[config.mk]
export PLATFORM = sky130hd
export DESIGN_NAME = credit_receiver
export DESIGN_NICKNAME = d
export VERILOG_FILES = /design/src/rtl/credit_pkg.sv /design/src/rtl/credit_fifo_mem.sv /design/src/rtl/credit_receiver.sv
export SDC_FILE = /design/constraint.sdc
export NUM_CORES = 1
export LEC_CHECK = 0
export ABC_AREA = 1
export CAP_MARGIN = 40
export CELL_PAD_IN_SITES_DETAIL_PLACEMENT = 1
export CELL_PAD_IN_SITES_GLOBAL_PLACEMENT = 2
export CORE_ASPECT_RATIO = 0.8
export CORE_MARGIN = 4
export CORE_UTILIZATION = 44
export DETAILED_ROUTE_END_ITERATION = 12
export GPL_ROUTABILITY_DRIVEN = 1
export MAX_ROUTING_LAYER = met4
export PLACE_DENSITY = 0.95
export SLEW_MARGIN = 20
export SYNTH_ARGS = -nofsm -noshare
export SYNTH_HDL_FRONTEND = slang
export SYNTH_SLANG_ARGS = --single-unit
export TNS_END_PERCENT = 1
[constraint.sdc]
create_clock -name clock -period 4.24 [get_ports clock]
set_input_delay 0.848 -clock clock [delete_from_list [all_inputs] [get_ports clock]]
set_output_delay 0.848 -clock clock [all_outputs]
set_load 0.02 [all_outputs]
[src/rtl/credit_pkg.sv]
`default_nettype none
// ============================================================================
// Module   : credit_pkg
// Brief    : Shared width helpers and credit pulse type for the credit link.
// Revision : 1.0 - initial release
// ============================================================================
package credit_pkg;

    function automatic int cnt_width(input int depth);
        return $clog2(depth + 1);
    endfunction

    function automatic int ptr_width(input int depth);
        return $clog2(depth);
    endfunction

    typedef struct packed {
        logic valid;
        logic incr;
    } credit_pulse_t;

endpackage
`default_nettype wire

[src/rtl/credit_fifo_mem.sv]
`default_nettype none
// ============================================================================
// Module   : credit_fifo_mem
// Brief    : DEPTH x DATA_WIDTH storage, one write port, async read port.
// Revision : 1.0 - initial release
// ============================================================================
module credit_fifo_mem
    import credit_pkg::*;
#(
    parameter int DATA_WIDTH = 32,
    parameter int DEPTH      = 8,
    localparam int c_PTR_W   = ptr_width(DEPTH)
) (
    input  logic                  clock,
    input  logic                  wr_en,
    input  logic [c_PTR_W-1:0]    wr_ptr,
    input  logic [DATA_WIDTH-1:0] wr_data,
    input  logic [c_PTR_W-1:0]    rd_ptr,
    output logic [DATA_WIDTH-1:0] rd_data
);

    // No reset on the array: contents are only meaningful behind the count.
    logic [DATA_WIDTH-1:0] r_mem [DEPTH];

    always_ff @(posedge clock) begin
        if (wr_en) begin
            r_mem[wr_ptr] <= wr_data;
        end
    end

    assign rd_data = r_mem[rd_ptr];

endmodule
`default_nettype wire

[src/rtl/credit_receiver.sv]
`default_nettype none
// ============================================================================
// Module   : credit_receiver
// Brief    : Credit-link endpoint: show-ahead FIFO plus one credit per pop.
// Revision : 1.0 - initial release
// ============================================================================
module credit_receiver
    import credit_pkg::*;
#(
    parameter int DATA_WIDTH = 32,
    parameter int DEPTH      = 8
) (
    input  logic                  clock,
    input  logic                  resetn,
    input  logic [DATA_WIDTH-1:0] i_data,
    input  logic                  i_valid,
    output logic                  o_increment_count,
    output logic [DATA_WIDTH-1:0] o_data,
    output logic                  o_valid,
    input  logic                  i_ready,
    output logic                  o_overflow
);

    localparam int                 c_PTR_W = ptr_width(DEPTH);
    localparam int                 c_CNT_W = cnt_width(DEPTH);
    localparam logic [c_CNT_W-1:0] c_FULL  = c_CNT_W'(DEPTH);

    generate
        if ((DEPTH < 2) || ((DEPTH & (DEPTH - 1)) != 0)) begin : g_depth_check
            $error("credit_receiver: DEPTH must be a power of 2 and >= 2");
        end
    endgenerate

    logic [c_PTR_W-1:0]    r_wr_ptr;
    logic [c_PTR_W-1:0]    r_rd_ptr;
    logic [c_CNT_W-1:0]    r_count;
    logic                  r_incr;
    logic                  r_overflow;
    logic                  w_full;
    logic                  w_pop;
    logic                  w_push;
    logic                  w_drop;
    logic [DATA_WIDTH-1:0] w_head;

    assign o_valid = (r_count != '0);
    assign w_full  = (r_count == c_FULL);
    assign w_pop   = o_valid & i_ready;
    // A full FIFO can still accept when the head leaves in the same cycle.
    assign w_push  = i_valid & (~w_full | w_pop);
    assign w_drop  = i_valid & w_full & ~w_pop;

    assign o_data            = o_valid ? w_head : '0;
    assign o_increment_count = r_incr;
    assign o_overflow        = r_overflow;

    credit_fifo_mem #(
        .DATA_WIDTH (DATA_WIDTH),
        .DEPTH      (DEPTH)
    ) u_mem (
        .clock   (clock),
        .wr_en   (w_push),
        .wr_ptr  (r_wr_ptr),
        .wr_data (i_data),
        .rd_ptr  (r_rd_ptr),
        .rd_data (w_head)
    );

    always_ff @(posedge clock or negedge resetn) begin
        if (!resetn) begin
            r_wr_ptr   <= '0;
            r_rd_ptr   <= '0;
            r_count    <= '0;
            r_incr     <= 1'b0;
            r_overflow <= 1'b0;
        end else begin
            if (w_push) begin
                r_wr_ptr <= r_wr_ptr + 1'b1;
            end
            if (w_pop) begin
                r_rd_ptr <= r_rd_ptr + 1'b1;
            end
            case ({w_push, w_pop})
                2'b10:   r_count <= r_count + 1'b1;
                2'b01:   r_count <= r_count - 1'b1;
                default: r_count <= r_count;
            endcase
            r_incr <= w_pop;
            if (w_drop) begin
                r_overflow <= 1'b1;
            end
        end
    end

endmodule
`default_nettype wire

==> reports/summary.txt <==
syn_nets -> 919
r2r startpoint -> r_count[2]
slowest library cell on the worst path -> clkdlybuf4s50_1
Post-Synthesis Mean Instance Area -> 12.2 µm²
share of flip-flops with an asynchronous set or reset -> 0.0448
die area -> 27100 µm²
unique cell type count in the Yosys netlist -> 25
Worst Hold Path Cells -> 1
power share of the clock group -> 0.244
DR top layer -> met4
final worst-path cycle share -> 0.923
Worst Tran Pin Value -> 832 ps
Fmax -> 0.255 GHz
synth top area cells -> edfxtp_1, nor2_1, o21ai_0
Max Cap Viol -> 0
GP Congestion -> 0.771
Critical Path Sink Type -> primary output
combinational group share of total power -> 0.387
WL met2 -> 13.7 mm
dominant cell type by area after synthesis -> edfxtp_1
CTS Buf Count -> 26
max incr delay on CP -> 540 ps
Antenna diodes -> 0
CP startpoint kind -> flip-flop
Cell Rows -> 50
# IOs -> 71
Worst Setup EP -> o_data[3]
detailed placement HPWL -> 16.0 mm
H-tree depth -> 1
Power Total -> 0.00954 W
run status -> finished clean
clk buf depth -> 3
Synth warnings -> 0
crit-path cells -> clkinv_2, buf_4, o21ai_0, o21ai_1, o21ai_0, nor2_1, clkdlybuf4s50_1
port bufs -> 70
Post-CTS Setup Repair Bufs -> 0
Pleak -> 4.26 nW
Routed WL per cell -> 21.2 µm
Req. time, crit path -> 3390 ps
drc violations -> 0
CTS tree -> done
WP data arrival -> 3070 ps
met3 WL -> 1.11 mm
fin util -> 0.535
sequential power share -> 0.370
Switching Share -> 0.370
Cells after DPL -> 1228
Non-Filler Instances -> 1275
Main synth FF type -> edfxtp_1
layout cells sized above 1 -> 0.0737
Max-slew headroom -> 0.445
worst r2r dst -> u_mem.r_mem[3][8]
maximum vdd drop -> 0.000380 V
die height -> 148 µm
Die W -> 183 µm
flop2flop setup slack -> 2010 ps
Root Buffer -> clkbuf_16
all-layer global routing usage -> 0.207
Setup crit start -> r_rd_ptr[0]
setup TNS -> 0 ps
Stages on worst setup path -> 7
setup repair after global routing missed its margin -> no
Antenna Nets Post-Route -> 0
Synth-to-Final Area Change -> 18.2%
PD cells -> 749 nW/µm²
Final setup violation count -> 0
worst hold path class -> flip-flop to flip-flop
Final Skew -> 7.55 ps
Final Critical Period -> 3910 ps
Hold Violations, Final -> 0
Final #Nets -> 983
cell area after synthesis -> 10800 µm²
initial antenna violation count -> 0
grt total ovfl -> 0
cts hold-fix bufs -> 0
cell mode on critical path -> o21ai_0
switching pwr -> 0.00353 W
sequential area share after synthesis -> 0.741
Core Box Area -> 23800 µm²
CTS Sinks -> 268
Initial Utilization -> 0.453
Resize count post-CTS -> 0
global-route wire length before repair -> 42.8 mm
cell count after synthesis -> 880
worst skew pair latency -> 520 ps
Met1 Routed Length -> 11.7 mm
Max Transition Viols Final -> 0
clk slew on worst S/H paths -> 60 ps
CP Max Fanout -> 44
DR iter-0 viols -> 474
DR vias/cell -> 5.51
CP top delay family -> buffers and inverters
Buf/Inv on CP -> 3
register bit total from synthesis -> 268
Int Pwr -> 0.00601 W
largest net degree at the start of global routing -> 130
post-synth top area share -> 0.714
R2R cell count -> 7
drt total wl -> 27.0 mm
vias in the first global route -> 7508
via count -> 7029
drt pass-1 iters -> 5
EDFF count, synth -> 256
WS Path Type -> flip-flop to primary output
[synth_stat cells (2+ instances only)]
cell / number
nor2_1: 266
edfxtp_1: 256
o21ai_0: 164
o21ai_1: 62
nand2_1: 29
clkbuf_1: 19
buf_2: 14
dfrtp_1: 12
inv_1: 11
buf_4: 7
clkbuf_2: 6
nand3_1: 6
xor2_1: 4
buf_6: 3
ha_1: 3
inv_2: 3
nand4_1: 3
buf_8: 2
nand2_2: 2
nor2_2: 2
or2_1: 2
[cells by family (layout without fill, tap and decap cells)]
family / count (synthesis) / in the layout / synth area share
and+or+nand+nor: 311 / 311 / 0.112
DFF: 268 / 268 / 0.741
AOI/OAI and AO/OA: 227 / 227 / 0.106
buffers and inverters: 67 / 150 / 0.0338
xor gates and xnor gates: 4 / 4 / 0.00325
adders and majority gates: 3 / 3 / 0.00348
[worst min path at each step]
stage / from / end
2_1_floorplan: r_wr_ptr[0] / r_wr_ptr[0]
3_3_place_gp: o_overflow / o_overflow
3_5_place_dp: o_overflow / o_overflow
4_1_cts: o_overflow / o_overflow
5_1_grt: o_overflow / o_overflow
6_report: o_overflow / o_overflow
[layer usage]
layer / up-vias / track usage
met5: - / -
met4: 0 / 0.0410
met1: 3581 / 0.272
met3: 35 / 0.0256
met2: 173 / 0.351
li1: 3240 / -
[per-stage QoR]
stage	worst slack (ps)	hold slack (ps)	instance area (µm²)
6_report	325	527	12700
5_1_grt	103	548	12700
4_1_cts	275	529	12700
3_5_place_dp	886	516	11900
3_3_place_gp	929	477	11900
2_1_floorplan	1120	492	10800
[power by group through the flow]
stage                     combinational (W)  sequential, W  clock [W]
after floorplan                     0.00234        0.00345          0
after global placement              0.00359        0.00355          0
after detailed placement            0.00372        0.00358          0
after CTS                           0.00376        0.00353    0.00237
after global routing                0.00411        0.00356    0.00249
final                               0.00369        0.00353    0.00232
[state kept, by name (all words and copies together) (netlist names)]
register	count
r_wr_ptr	3
o_overflow	1
o_increment_count	1
r_count	4
r_rd_ptr	3
u_mem.r_mem	256
[cells in the final DEF (no fill, tap or decap), drive strengths merged]
cell and count:
clkbuf 41, bufinv 3, or2 2, clkdlybuf4s50 70, edfxtp 256, xor2 4
dfrtp 12, buf 19, nand3 7, clkinv 4, o21bai 1, inv 13
nand4 3, ha 3, o21ai 226, nor2 268, nand2 31
[area by class of cell]
class | instances | area [µm²]
Fill cell | 2422 | 11000
Sequential cell | 268 | 8000
Multi-Input combinational cell | 545 | 2480
Timing Repair Buffer | 89 | 956
Clock buffer | 41 | 748
Tap cell | 312 | 390
Clock inverter | 6 | 104
Inverter | 14 | 53.8
Power figures use the tool's default switching activity.
